`config.mk`:
```
export PLATFORM = sky130hd
export DESIGN_NAME = qos_class_tracker
export DESIGN_NICKNAME = d
export VERILOG_FILES = /design/src/rtl/qos_class_tracker.sv
export SDC_FILE = /design/constraint.sdc
export NUM_CORES = 1
export LEC_CHECK = 0
export ABC_AREA = 1
export CORE_MARGIN = 1.5
export CORE_UTILIZATION = 61
export CTS_CLUSTER_SIZE = 24
export DETAILED_ROUTE_END_ITERATION = 8
export HOLD_SLACK_MARGIN = 0.08
export PLACE_DENSITY = 0.85
export SYNTH_ARGS = -nofsm -noshare
export SYNTH_HDL_FRONTEND = slang
export SYNTH_SLANG_ARGS = --single-unit
```
`constraint.sdc`:
```
create_clock -name clk -period 4.15 [get_ports clk]
set_input_delay 0.415 -clock clk [delete_from_list [all_inputs] [get_ports clk]]
set_output_delay 0.415 -clock clk [all_outputs]
set_load 0.03 [all_outputs]
```
`src/rtl/qos_class_tracker.sv`:
```
// Per-class outstanding-transaction tracker with QoS type flags and a
// highest-priority-in-flight encoder. Optional error flags: QOS_CLASS_TRACKER_ERR_EN.
module qos_class_tracker #(
  parameter int QOS_CLASS_TYPE = 4,
  parameter int CNT_W          = 6,
  parameter int FLAG_MODE      = 1,
  localparam int CLS_W         = $clog2(QOS_CLASS_TYPE)
) (
  input  logic                      clk,
  input  logic                      rst_n,
  input  logic                      clean,
  input  logic                      inc_vld,
  input  logic [CLS_W-1:0]          inc_class,
  input  logic                      dec_vld,
  input  logic [CLS_W-1:0]          dec_class,
  output logic [QOS_CLASS_TYPE-1:0] type_flag,
  output logic [QOS_CLASS_TYPE-1:0] active_flag,
  output logic                      top_vld,
  output logic [CLS_W-1:0]          top_class,
  output logic [QOS_CLASS_TYPE-1:0] cnt_sat
`ifdef QOS_CLASS_TRACKER_ERR_EN
  ,
  output logic [QOS_CLASS_TYPE-1:0] err_ovf,
  output logic [QOS_CLASS_TYPE-1:0] err_udf
`endif
);

  localparam logic [CNT_W-1:0] CNT_MAX = {CNT_W{1'b1}};

  // inc/dec are fire-and-forget pulses: each cycle with *_vld high is one
  // event, there is no ready/back-pressure and no event is ever stalled.
  logic                              inc_ok, dec_ok;
  logic [CNT_W-1:0]                  cnt_q [QOS_CLASS_TYPE];
  logic [CNT_W-1:0]                  cnt_d [QOS_CLASS_TYPE];
  logic [QOS_CLASS_TYPE-1:0]         type_flag_q, type_flag_d;
  logic [QOS_CLASS_TYPE-1:0]         ovf_new, udf_new;

  assign inc_ok = inc_vld && (32'(inc_class) < 32'(QOS_CLASS_TYPE));
  assign dec_ok = dec_vld && (32'(dec_class) < 32'(QOS_CLASS_TYPE));

  always_comb begin
    cnt_d   = cnt_q;
    ovf_new = '0;
    udf_new = '0;
    for (int i = 0; i < QOS_CLASS_TYPE; i++) begin
      logic inc_hit, dec_hit;
      inc_hit = inc_ok && (inc_class == CLS_W'(i));
      dec_hit = dec_ok && (dec_class == CLS_W'(i));
      // A matching inc/dec pair cancels, even at the count limits.
      if (inc_hit && !dec_hit) begin
        if (cnt_q[i] == CNT_MAX) ovf_new[i] = 1'b1;
        else                     cnt_d[i]   = cnt_q[i] + 1'b1;
      end else if (dec_hit && !inc_hit) begin
        if (cnt_q[i] == '0) udf_new[i] = 1'b1;
        else                cnt_d[i]   = cnt_q[i] - 1'b1;
      end
    end
  end

  always_comb begin
    type_flag_d = type_flag_q;
    if (clean) begin
      type_flag_d = '0;
    end else if (inc_ok) begin
      if (FLAG_MODE == 0) type_flag_d = '0;
      type_flag_d[inc_class] = 1'b1;
    end
  end

  always_ff @(posedge clk or negedge rst_n) begin
    if (!rst_n) begin
      for (int i = 0; i < QOS_CLASS_TYPE; i++) cnt_q[i] <= '0;
      type_flag_q <= '0;
    end else begin
      cnt_q       <= cnt_d;
      type_flag_q <= type_flag_d;
    end
  end

  always_comb begin
    active_flag = '0;
    cnt_sat     = '0;
    for (int i = 0; i < QOS_CLASS_TYPE; i++) begin
      active_flag[i] = (cnt_q[i] != '0);
      cnt_sat[i]     = (cnt_q[i] == CNT_MAX);
    end
  end

  always_comb begin
    top_class = '0;
    for (int i = 0; i < QOS_CLASS_TYPE; i++) begin
      if (active_flag[i]) top_class = CLS_W'(i);
    end
  end

  assign top_vld   = |active_flag;
  assign type_flag = type_flag_q;

`ifdef QOS_CLASS_TRACKER_ERR_EN
  logic [QOS_CLASS_TYPE-1:0] err_ovf_q, err_ovf_d, err_udf_q, err_udf_d;

  // A fresh error in the same cycle as clean survives the clear.
  always_comb begin
    err_ovf_d = (clean ? '0 : err_ovf_q) | ovf_new;
    err_udf_d = (clean ? '0 : err_udf_q) | udf_new;
  end

  always_ff @(posedge clk or negedge rst_n) begin
    if (!rst_n) begin
      err_ovf_q <= '0;
      err_udf_q <= '0;
    end else begin
      err_ovf_q <= err_ovf_d;
      err_udf_q <= err_udf_d;
    end
  end

  assign err_ovf = err_ovf_q;
  assign err_udf = err_udf_q;
`else
  logic unused_err;
  assign unused_err = ^{ovf_new, udf_new};
`endif

endmodule

```
* Yosys cells after proc, flatten, opt, wreduce, memory -nomap -nowiden
Index checks and enable logic that the tools add are counted.
Widths: inputs -> output; s select.
** Word-level totals
- Logic and storage cells :: 102
- Output and inout bits :: 15
- Input bits :: 9
- Bits in registers :: 28
** Cells by class
- Muxes and demuxes :: 23
- Eq/ne operators :: 18
- Reductions and logical operators :: 45
- Add/subtract/negate cells :: 8
- Order comparisons :: 2
- Bitwise gates (word level) :: 1
** Operators with widths (number)
- $mux 6 :: 16
- $add 6x1->6 const B :: 4
- $eq 6x6->1 const B :: 4
- $logic_not 6->1 :: 4
- $reduce_bool 6->1 :: 4
- $sub 6x1->6 const B :: 4
- $logic_and 1x1->1 :: 17
- $ne 2x2->1 const B :: 8
- $reduce_and 3->1 :: 4
- $reduce_bool 2->1 :: 5
- $eq 2x2->1 const B :: 4
- $logic_not 1->1 :: 8
- $mux 4 :: 2
- $eq 2x1->1 const B :: 2
- $logic_not 2->1 :: 2
- $mux 2 :: 2
- $or 4x4->4 :: 1
- $reduce_or 4->1 :: 1
- $lt 2x3->1 const B :: 1
- $demux 1 s2 :: 1
- $ge 2x1->1 const B :: 1
- $mux 1 :: 2

* Logic depth before layout (Yosys ltp)
- Depth after elaboration :: 7
- Depth in mapped cells :: 12
- Gate-level depth less buffers :: 12

* Worst setup path after synthesis
Ideal clock, no wire load.
- Path type :: input port to flip-flop
- Start :: in inc_vld
- End :: reg cnt_q[5] (netlist bit)
- Library setup time :: 117 ps
- Path slack :: 2172 ps
- Data required time :: 4033 ps
- Arrival time :: 1860 ps
- Cell stages on the path :: 12
- Buffers on the path :: 0
- Cell sequence :: inv_1 > nor3_1 > ha_1 > inv_1 > ha_1 > nand2_1 > nor2_1 > nand2_1 > nand3_1 > nand2_1 > nand3_1 > nand2_1
** Between the ends
- Cells in the longest elaborated chain, start to end :: 5
- Elaborated cells between the ends (all ways) :: 9
- Classes of those cells :: 2 x eq/ne; 1 x mux; 6 x reduce/logical
** Ends and longest elaborated chain
- from (decl) :: line 12 : input logic inc_vld,
- $logic_and 1x1->1 (*) :: line 47 : inc_hit = inc_ok && (inc_class == CLS_W'(i));
- $logic_not 1->1 :: line 53 : end else if (dec_hit && !inc_hit) begin
- $logic_and 1x1->1 :: line 53
- $reduce_bool 2->1 (no line)
- $reduce_and 3->1 (no line)
- to (signal assigned) :: line 75 : cnt_q <= cnt_d;
- to (decl) :: line 33 : logic [CNT_W-1:0] cnt_q [QOS_CLASS_TYPE];
Every way passes the cells marked *; elsewhere a longest branch is shown, timed or not.
A chain may end at the register's enable or synchronous reset.

* Worst setup path in the final report
- Start :: reg cnt_q[6] (netlist bit)
- End :: out top_class[0]
** Between the ends
- Cells in the longest elaborated chain, start to end :: 3
** Ends and longest elaborated chain
- $reduce_bool 6->1 :: line 84 : active_flag[i] = (cnt_q[i] != '0);
- $mux 2 (2 in series) :: line 92 : if (active_flag[i]) top_class = CLS_W'(i);
- to (decl) :: line 19 : output logic [CLS_W-1:0] top_class,
No other way between the ends.

==> impl_metrics.json <==
{
  "status": "finished clean",
  "synth_area_um2": 2215,
  "synth_cell_types": 17,
  "clock_sinks": 28,
  "num_antenna_cells": 0,
  "gr-total-overflow": 0,
  "grt_pass1_vias": 1941,
  "die_w_um": 63.26,
  "period_share": 0.5864,
  "h-tree-depth": 1,
  "rows": 21,
  "clkTransAtPathRegs_ns": 0.15,
  "tns_ns": 0,
  "netlist_instances": 311,
  "grt_pass1_wl_um": 8273,
  "min_period_ns": 2.433,
  "final_core_utilization": 0.7414,
  "finalHoldViolations": 0,
  "cts_tree": "yes",
  "maxCapViolations": 0,
  "ys_seq_area_frac": 0.3164,
  "synth-simple-area-share": 0.3424,
  "drt_iter0_drc": 152,
  "setup_viol_count_final": 0,
  "place_inst": 381,
  "cp-end-kind": "output pin",
  "initial_utilization": 0.6484,
  "synth_compound_area_frac": 0.05989,
  "worstPathMaxFanout": 6,
  "fmax_ghz": 0.4110,
  "clkLatencyLatePin_ns": 0.33,
  "portBuffers": 23,
  "cts_resized": 0,
  "cts_root_buf": "clkbuf_4",
  "grtUsageTotal": 0.2541,
  "wl_um": 4531,
  "slew_viol_final": 0,
  "synth_top_family_by_area": "simple AND/OR/NAND/NOR gates",
  "area_growth_syn_to_layout_pct": 14.35,
  "nets": 374,
  "tightestPinTransition_ns": 0.3952,
  "dieArea_um2": 4001,
  "first_pass_iters": 4,
  "yosys.area_share.xor_xnor": 0.05537,
  "antenna_left": 0,
  "ir_worst_vdd_v": 0.0003640,
  "final_cell_count_no_fill": 384,
  "grt_max_degree": 29,
  "relSlewSlack": 0.7345,
  "power.density_nw_per_um2": 642.1,
  "gp_congestion": 0.9070,
  "core_area_um2": 3416,
  "worstPathRequired_ns": 3.73,
  "avgRoutedWirePerCell_um": 11.80,
  "hold_class": "primary input to asynchronous set/reset pin",
  "rsz0062_at_grt": "false",
  "start_kind": "flip-flop",
  "place_area_um2": 2510,
  "clock_path_buffers": 2,
  "synth_seq_cells": 28,
  "synth_nets": 345,
  "io-pin-count": 24,
  "drive_above_1_share": 0.03254,
  "power.leakage_nw": 1.331,
  "drc_errors": 0,
  "die_h_um": 63.26,
  "muxShareOfSynthArea": 0,
  "yosys.area_share.adder": 0.1548,
  "avgSynthCellArea_um2": 7.121,
  "vias": 2022,
  "path_class": "flip-flop to output pin",
  "dp.final_hpwl_um": 3545,
  "fin_skew_ns": 0.005446,
  "post_cts_buffers": 0,
  "critPathArrivalTime_ns": 2.02,
  "fin_area_um2": 2532,
  "cts_buffers": 3,
  "yosys_warnings": 0,
  "viasPerCell": 5.266,
  "antenna_found_initial": 0,
  "postCtsHoldBufs": 0
}
## flip-flops by register name, indices dropped and copies added, names as in the netlist
| name | flops |
|---|---|
| cnt_q | 24 |
| type_flag | 4 |
## critical path: stages, from the launching register on
cell	delay, ns
dfrtp_1	0.48
nor2_1	0.18
nand3_2	0.17
o21bai_1	0.17
clkdlybuf4s50_1	0.68
## cells in the mapped netlist
| master | number | share of area |
|---|---|---|
| nand2_1 | 97 | 0.16 |
| nand3_2 | 5 | 0.023 |
| xnor2_1 | 6 | 0.024 |
| o21ai_0 | 12 | 0.027 |
| nand4_1 | 5 | 0.014 |
| dfrtp_1 | 28 | 0.32 |
| a21oi_1 | 9 | 0.020 |
| o21bai_1 | 1 | 0.0034 |
| ha_1 | 21 | 0.12 |
| nor2_1 | 36 | 0.061 |
| xor2_1 | 8 | 0.032 |
| nand3_1 | 26 | 0.059 |
| inv_1 | 42 | 0.071 |
| nand3b_1 | 1 | 0.0034 |
| fa_1 | 4 | 0.036 |
| nor3_1 | 8 | 0.018 |
| o21ba_2 | 2 | 0.0090 |
## area by class of cell
type                    instances  area [um^2]
multi-input cells             241         1356
well taps                      46        57.56
flip-flops and latches         28        700.7
clock buffers                   3        22.52
fillers                       297        883.3
inverters                      42        157.7
repair buffers                 24        237.7
## path summary, 6_finish.rpt
path                       slack [ns]                        to  depth (start not counted)                startpoint
max                              1.72              top_class[0]                          4      cnt_q[6]$_DFFE_PN0P_
min                              0.43  type_flag[2]$_DFFE_PN0P_                          2                     rst_n
max reg2reg                      2.52      cnt_q[4]$_DFFE_PN0P_                          6      cnt_q[0]$_DFFE_PN0P_
min reg2reg                      0.52  type_flag[0]$_DFFE_PN0P_                          2  type_flag[0]$_DFFE_PN0P_
max in group asynchronous        3.44      cnt_q[0]$_DFFE_PN0P_                          2                     rst_n
min in group clk                 0.52  type_flag[0]$_DFFE_PN0P_                          2  type_flag[0]$_DFFE_PN0P_
## power by group
part           internal, W  total (W)  switching [W]
Combinational     0.000412   0.000973       0.000561
Sequential        0.000385   0.000537       0.000152
Clock            0.0000341   0.000116      0.0000815
## cell usage in the layout (no fill, tap or decap), drive strengths merged
master	n
nand2	97
inv	42
nor2	36
nand3	31
dfrtp	28
clkdlybuf4s50	23
ha	21
o21ai	12
a21oi	9
nor3	8
xor2	8
xnor2	6
nand4	5
fa	4
clkbuf	3
o21ba	2
o21bai	1
nand3b	1
buf	1
## cells by family after synthesis
logic type | count (synthesis)
flip-flops | 28
XOR/XNOR | 14
buffers and inverters | 42
AO/OA/AOI/OAI | 24
AND/OR/NAND/NOR | 178
adder cells (fa/ha/maj) | 25
## routing by layer
metal	vias up	wire (um)	GRT usage
met2	44	2198	0.4428
li1	1056	-	-
met5	-	0	0
met4	0	24	0.06793
met1	920	2123	0.3395
met3	2	185	0.02321
## stage by stage
| stage | setup WS, ns | total power (W) | hold WS [ns] |
|---|---|---|---|
| CTS | 1.710 | 0.001622 | 0.4487 |
| global placement | 1.481 | 0.001467 | 0.4867 |
| finish | 1.717 | 0.001626 | 0.4337 |
| floorplan | 2.172 | 0.001281 | 0.1194 |
| detailed placement | 1.415 | 0.001504 | 0.4934 |
| global route | 1.528 | 0.001826 | 0.4550 |
(Power assumes the default switching activity.)
